==> src/rtl/byte_sub_sequencer_if.sv <==
// Valid/ready word bus around the byte-serial SubBytes sequencer.
// Parameter NBYTES sets the word width (8*NBYTES bits) and must match the sequencer.
// Signals:
//   in_valid/in_ready/in_data    - word handshake from the hash datapath
//   out_valid/out_ready/out_data - substituted word handshake back to it
// Modports: master = datapath side, slave = sequencer side.
interface byte_sub_sequencer_if #(
  parameter int unsigned NBYTES = 4
);
  localparam int unsigned DW = 8 * NBYTES;

  logic          in_valid;
  logic          in_ready;
  logic [DW-1:0] in_data;
  logic          out_valid;
  logic          out_ready;
  logic [DW-1:0] out_data;

  modport master (
    output in_valid, in_data, out_ready,
    input  in_ready, out_valid, out_data
  );

  modport slave (
    input  in_valid, in_data, out_ready,
    output in_ready, out_valid, out_data
  );
endinterface

==> src/rtl/byte_sub_sequencer.sv <==
// Byte-serial SubBytes sequencer: takes an NBYTES-wide word, feeds it one byte
// per cycle (byte 0 first) into an external combinational S-box, collects the
// substituted bytes and returns the word on a valid/ready output.
// Ports:
//   clk, rst_n  - clock, asynchronous active-low reset
//   bus (slave) - in_valid/in_ready/in_data and out_valid/out_ready/out_data
//   sbox_in     - byte under substitution (8'h00 outside SUB)
//   sbox_out    - S-box result for sbox_in, same cycle
//   busy        - high while a word is in SUB or DONE
// Build option: BYTE_SUB_ROTWORD_EN rotates the result left by one byte
// (SubWord(RotWord) order); undefined gives the plain substituted word.
module byte_sub_sequencer #(
  parameter int unsigned NBYTES = 4
) (
  input  logic                  clk,
  input  logic                  rst_n,
  byte_sub_sequencer_if.slave   bus,
  output logic [7:0]            sbox_in,
  input  logic [7:0]            sbox_out,
  output logic                  busy
);

  localparam int unsigned DW = 8 * NBYTES;
  localparam int unsigned CW = (NBYTES > 1) ? $clog2(NBYTES) : 1;
  localparam logic [CW-1:0] LAST = CW'(NBYTES - 1);

  typedef enum logic [1:0] {
    IDLE = 2'd0,
    SUB  = 2'd1,
    DONE = 2'd2
  } state_t;

  state_t        state;
  state_t        state_nxt;
  logic [CW-1:0] cnt;
  logic [DW-1:0] word_reg;
  logic [DW-1:0] res;

  // State register
  always_ff @(posedge clk or negedge rst_n) begin
    if (!rst_n) begin
      state <= IDLE;
    end else begin
      state <= state_nxt;
    end
  end

  // Next-state logic
  always_comb begin
    state_nxt = state;
    case (state)
      IDLE:    if (bus.in_valid)      state_nxt = SUB;
      SUB:     if (cnt == LAST)       state_nxt = DONE;
      DONE:    if (bus.out_ready)     state_nxt = IDLE;
      default:                        state_nxt = IDLE;
    endcase
  end

  // Output decode from the state register and datapath registers
  always_comb begin
    bus.in_ready  = 1'b0;
    bus.out_valid = 1'b0;
    busy          = 1'b0;
    sbox_in       = 8'h00;
    case (state)
      IDLE: bus.in_ready = 1'b1;
      SUB: begin
        busy = 1'b1;
        // Byte lane select; a loop avoids out-of-range slices for NBYTES=1
        for (int i = 0; i < int'(NBYTES); i++) begin
          if (cnt == CW'(i)) sbox_in = word_reg[8*i +: 8];
        end
      end
      DONE: begin
        busy          = 1'b1;
        bus.out_valid = 1'b1;
      end
      default: ;
    endcase
  end

  // Word capture, byte counter and result collection
  always_ff @(posedge clk or negedge rst_n) begin
    if (!rst_n) begin
      word_reg <= '0;
      res      <= '0;
      cnt      <= '0;
    end else begin
      if (state == IDLE && bus.in_valid) begin
        word_reg <= bus.in_data;
        cnt      <= '0;
      end
      if (state == SUB) begin
        for (int i = 0; i < int'(NBYTES); i++) begin
          if (cnt == CW'(i)) res[8*i +: 8] <= sbox_out;
        end
        cnt <= (cnt == LAST) ? '0 : cnt + CW'(1);
      end
    end
  end

`ifdef BYTE_SUB_ROTWORD_EN
  // Rotate left one byte; for NBYTES=1 the shift is zero and this is res
  assign bus.out_data = DW'({res, res} >> (DW - 8));
`else
  assign bus.out_data = res;
`endif

endmodule
==> src/flat_wrapper.sv <==
// flat-port wrapper written by rule: the top's interface ports become plain ports
module byte_sub_sequencer_flat 
#(
  parameter int unsigned NBYTES = 4
)
  (clk, rst_n, sbox_in, sbox_out, busy, bus_in_valid, bus_in_data, bus_out_ready, bus_in_ready, bus_out_valid, bus_out_data);
  byte_sub_sequencer_if #(.NBYTES(NBYTES)) bus_i ();
  input  logic clk;
  input  logic rst_n;
  output logic [7:0] sbox_in;
  input  logic [7:0] sbox_out;
  output logic busy;
  input wire logic [$bits(bus_i.in_valid)-1:0] bus_in_valid;
  input wire logic [$bits(bus_i.in_data)-1:0] bus_in_data;
  input wire logic [$bits(bus_i.out_ready)-1:0] bus_out_ready;
  output wire logic [$bits(bus_i.in_ready)-1:0] bus_in_ready;
  output wire logic [$bits(bus_i.out_valid)-1:0] bus_out_valid;
  output wire logic [$bits(bus_i.out_data)-1:0] bus_out_data;
  assign bus_i.in_valid = bus_in_valid;
  assign bus_i.in_data = bus_in_data;
  assign bus_i.out_ready = bus_out_ready;
  assign bus_in_ready = bus_i.in_ready;
  assign bus_out_valid = bus_i.out_valid;
  assign bus_out_data = bus_i.out_data;
  byte_sub_sequencer #(.NBYTES(NBYTES)) u_core (.clk(clk), .rst_n(rst_n), .bus(bus_i), .sbox_in(sbox_in), .sbox_out(sbox_out), .busy(busy));
endmodule
==> config.mk <==
export PLATFORM = sky130hd
export DESIGN_NAME = byte_sub_sequencer_flat
export DESIGN_NICKNAME = d
export VERILOG_FILES = /design/src/rtl/byte_sub_sequencer_if.sv /design/src/rtl/byte_sub_sequencer.sv /design/src/flat_wrapper.sv
export SDC_FILE = /design/constraint.sdc
export NUM_CORES = 1
export LEC_CHECK = 0
export ABC_AREA = 1
export BUFFER_PORTS_ARGS = -buffer_cell sky130_fd_sc_hd__buf_2
export CAP_MARGIN = 20
export CORE_ASPECT_RATIO = 2
export CORE_MARGIN = 2
export CORE_UTILIZATION = 55
export DETAILED_ROUTE_END_ITERATION = 12
export GPL_TIMING_DRIVEN = 0
export PLACE_DENSITY = 0.86
export SYNTH_ARGS = -nofsm -noshare
export SYNTH_HDL_FRONTEND = slang
export SYNTH_SLANG_ARGS = --single-unit
==> constraint.sdc <==
create_clock -name clk -period 3.25 [get_ports clk]
set_input_delay 0.65 -clock clk [delete_from_list [all_inputs] [get_ports clk]]
set_output_delay 0.65 -clock clk [all_outputs]
set_load 0.03 [all_outputs]
Yosys cells after proc, flatten, opt, wreduce, memory -nomap -nowiden
Index checks and enable logic that the tools add are counted.
{ "word_totals": {"regBits": 68, "word_cells": 41, "output_inout_bits": 43} }
{ "classes": {"n_reduce_logical": 10, "muxes": 15, "eq_ne": 8, "addsub": 1} }
{ "op_table": {"columns": ["operator", "n"], "rows": [
  ["$mux 8", 5],
  ["$mux 2", 6],
  ["$reduce_and 2->1", 4],
  ["$eq 2x2->1 const B", 3],
  ["$pmux 2 s3", 1],
  ["$eq 2x1->1 const B", 2],
  ["$logic_not 2->1", 2],
  ["$ne 2x2->1 const B", 2],
  ["$mux 1", 3],
  ["$reduce_and 3->1", 1],
  ["$add 2x1->2 const B", 1],
  ["$ne 2x1->1 const B", 1],
  ["$reduce_bool 2->1", 1],
  ["$reduce_or 2->1", 1],
  ["$logic_and 1x1->1", 1]
]} }

Depth between registers and ports, before layout
{ "depth": {"depth_word": 6, "ltp_mapped": 8, "mapped_depth_nobuf": 7} }

Worst setup path before layout
No wires, ideal clock.
{ "synth_path": {"path_kind": "reg2out", "from": "register u_core.cnt[0]", "to": "output sbox_in[0]", "slack_ps": 1288, "stages_incl_launch_ff": 9, "arrival_ps": 1312, "path_buffers": 1, "t_required_ps": 2600, "cell_sequence": "dfrtp_1 -> inv_1 -> ha_1 -> buf_6 -> inv_1 -> nor2_1 -> nor2_1 -> nand2_1 -> nand2_1"} }
{ "synth_between": {"elab_chain_cells": 6, "word_cells_on_any_way": 9, "classes_between": "3 x eq/ne; 5 x mux; 1 x reduce/logical"} }
{ "synth_lines": {"columns": ["item", "line_no", "rtl"], "rows": [
  ["start: declaration", "byte_sub_sequencer.sv:35", "logic [CW-1:0] cnt;"],
  ["start signal: assignment", "byte_sub_sequencer.sv:97", "cnt <= (cnt == LAST) ? '0 : cnt + CW'(1);"],
  ["$logic_not 2->1", "byte_sub_sequencer.sv:71", "if (cnt == CW'(i)) sbox_in = word_reg[8*i +: 8];"],
  ["$mux 8 (3 in a row)", "byte_sub_sequencer.sv:71", null],
  ["$mux 8 *", "byte_sub_sequencer.sv:71", null],
  ["$mux 8 *", "byte_sub_sequencer.sv:65", "case (state)"],
  ["end: declaration", "flat_wrapper.sv:10", "output logic [7:0] sbox_in;"]
]} }
Mark *: on every way between the ends. The rest lies on a longest branch, timed or not.

Final worst setup path
{ "layout_path": {"from": "register u_core.state[1]", "to": "output sbox_in[6]"} }
{ "layout_between": {"elab_chain_cells": 2} }
{ "layout_lines": {"columns": ["item", "line_no", "rtl"], "rows": [
  ["start: declaration", "byte_sub_sequencer.sv:33", "state_t state;"],
  ["start signal: assignment", "byte_sub_sequencer.sv:44", "state <= state_nxt;"],
  ["$eq 2x1->1", "byte_sub_sequencer.sv:65", null],
  ["$mux 8", "byte_sub_sequencer.sv:65", null]
]} }
No other way between the ends.

==> results.cfg <==
[yosys]
synth_area_mm2 = 0.00313
ys_warn_count = 0
syn-num-nets = 411
synthCells = 359
netlist_top_cells_area = dfrtp_1, nand2_1, nand3_1
synth_top_cell_by_area = dfrtp_1
ys_seq_area_frac = 0.544
ys_types = 16
ys_ff_latch = 68
synth_top_area_frac = 0.544
syn_avg_cell_area_um2 = 8.71

[pwr]
power_switching_w = 0.00205
power_frac_comb = 0.511
powerDensity_mw_per_mm2 = 1140
clockPowerShare = 0.141
leakage_nw = 2.18
peakVddDrop_v = 0.000850
swShare = 0.473
seqPwrFrac = 0.348
p_int_w = 0.00229

[setup_path]
reg2reg_from = u_core.state[1]
cp-end-kind = output port
crit_start = u_core.state[1]
crit_path_start_kind = register
cpPeakStageDelay_ns = 0.41
critPathMaxFanout = 8
path_cells = inv_1 -> ha_1 -> buf_6 -> nand2_4 -> inv_1 -> nand2_1 -> nand2_1 -> buf_2
arrival_ns = 1.96
critPathKind = register to output port
cp_data_required_time_ns = 2.60
crit_family = buffers and inverters
critPathSlowestCell = dfrtp_1
cp_num_buf_inv = 4
reg2reg_slack_ns = 1.79

[layout]
most-common-layout-cells = nand2_1, buf_2, dfrtp_1
stdcell_area_mm2 = 0.00380
synthToLayoutAreaGrowth_pct = 21.5
diodes = 0
layout-drive-gt1-share = 0.288
final-instance-count-excl-fill = 519
fin_nets = 507
layout_commonest_cell = nand2_1

[run]
maxCapViolCount = 0

[clock_network]
cts.clk_slew.worst_paths_ns = 0.07
cts_root_buf = clkbuf_8
cts_made_buffers = 9
clk_latency_ns = 0.35
h-tree-depth = 3
clk_path_buf_depth = 2
cts_setup_buffers = 0
clock_sinks = 68
cts_tree = yes
cts_hold_buf = 0
cts_resized = 0

[detailed_routing]
post_drt_wl_per_cell_um = 14.8
wirelength_um = 7660
drc = 0
num_vias = 2711
drtIter0Drc = 117
via_per_inst = 5.22
antenna_left = 0
first_pass_iters = 4

[sta]
slew-limit-headroom = 0.441
finalSetupTns_ns = 0
clock-skew-final_ns = 0.00972
max_freq_mhz = 383
slew_violations = 0
min_period_ns = 2.61
setup_viol = 0
hold_viol = 0
grt_setup_unrepaired = false
fin_crit_sh = 0.803
worst_pin_slew_ns = 0.838

[outcome]
status = finished, final reports clean

[place]
placed_area_mm2 = 0.00363
port_buffers = 85
place_hpwl_um = 5800
place_congestion = 0.888
dp.cells = 504

[global_route]
grt_pass1_vias = 2835
grt_max_degree = 69
grt_pass1_wl_um = 13200
overflow = 0
grt_antenna_before_repair = 0
grt_util_all_layers = 0.271

[floorplanning]
io_pins = 87
coreArea_mm2 = 0.00547
rows = 38
die-area_mm2 = 0.00634
die_w_um = 57.3
initial_core_util = 0.572
die_height_um = 111

[hold_path]
hold_class = input pin to asynchronous set/reset pin
[through the flow]
step | worst slack [ns] | util | power, W | hold slack, ns
after floorplan | 1.29 | - | 0.00312 | 0.354
after global placement | 1.06 | 0.663 | 0.00365 | 0.455
after detailed placement | 1.01 | 0.664 | 0.00375 | 0.459
after CTS | 0.632 | 0.695 | 0.00437 | 0.430
after global routing | 0.500 | 0.695 | 0.00469 | 0.470
final | 0.641 | 0.695 | 0.00435 | 0.399
[power by group through the flow]
stage / Combinational [W] / Clock, W / Sequential (W)
6_report: 0.00222 / 0.000613 / 0.00151
3_5_place_dp: 0.00223 / 0 / 0.00151
4_1_cts: 0.00224 / 0.000628 / 0.00151
3_3_place_gp: 0.00216 / 0 / 0.00149
5_1_grt: 0.00248 / 0.000662 / 0.00155
2_1_floorplan: 0.00126 / 0 / 0.00186
[cells by family after synthesis]
kind of cell / after synthesis / synth area share
AOI/OAI and AO/OA: 41 / 0.0752
adders and majority gates: 8 / 0.0320
DFF: 68 / 0.544
and+or+nand+nor: 203 / 0.275
buffers and inverters: 39 / 0.0732
[Yosys cell counts]
| library cell | number |
|---|---|
| nand2_2 | 1 |
| dfrtp_1 | 68 |
| o21ai_1 | 24 |
| nor2_1 | 16 |
| inv_1 | 19 |
| nand2_1 | 136 |
| nand2_4 | 5 |
| buf_6 | 8 |
| nand3_1 | 43 |
| nand4_1 | 2 |
| o21ai_0 | 1 |
| buf_2 | 9 |
| buf_4 | 3 |
| o21ai_2 | 8 |
| a21oi_1 | 8 |
| ha_1 | 8 |
[routing by layer]
metal | track usage | share of wire | wire, um
met3 | 0.0679 | 0.054 | 415
met2 | 0.484 | 0.56 | 4270
met1 | 0.292 | 0.37 | 2810
met5 | 0 | 0 | 0
met4 | 0.113 | 0.022 | 166
[path summary, 6_finish.rpt]
kind | depth (start not counted) | to
setup / recovery | 8 | sbox_in[6]
setup reg to reg | 7 | u_core.word_reg[12]
max in group asynchronous | 1 | u_core.word_reg[15]
min in group clk | 2 | u_core.word_reg[23]
hold / removal | 1 | u_core.word_reg[25]
hold reg to reg | 2 | u_core.word_reg[23]
[final cells by class]
cell class / instances / area, um^2
clock inverter: 2 / 10.0
fill: 448 / 1670
timing repair buffer: 85 / 428
multi-input combinational: 252 / 1200
inverter: 19 / 71.3
tap: 60 / 75.1
buffer: 20 / 158
clock buffer: 13 / 159
sequential: 68 / 1700
[worst register-to-register path, cell delays in order (launching register included)]
cell and delay [ns]:
dfrtp_1 0.41, inv_1 0.12, ha_1 0.17, buf_2 0.18, nand2_2 0.13, buf_4 0.20
nand2_1 0.08, nand2_1 0.06
(Power assumes the default switching activity.)
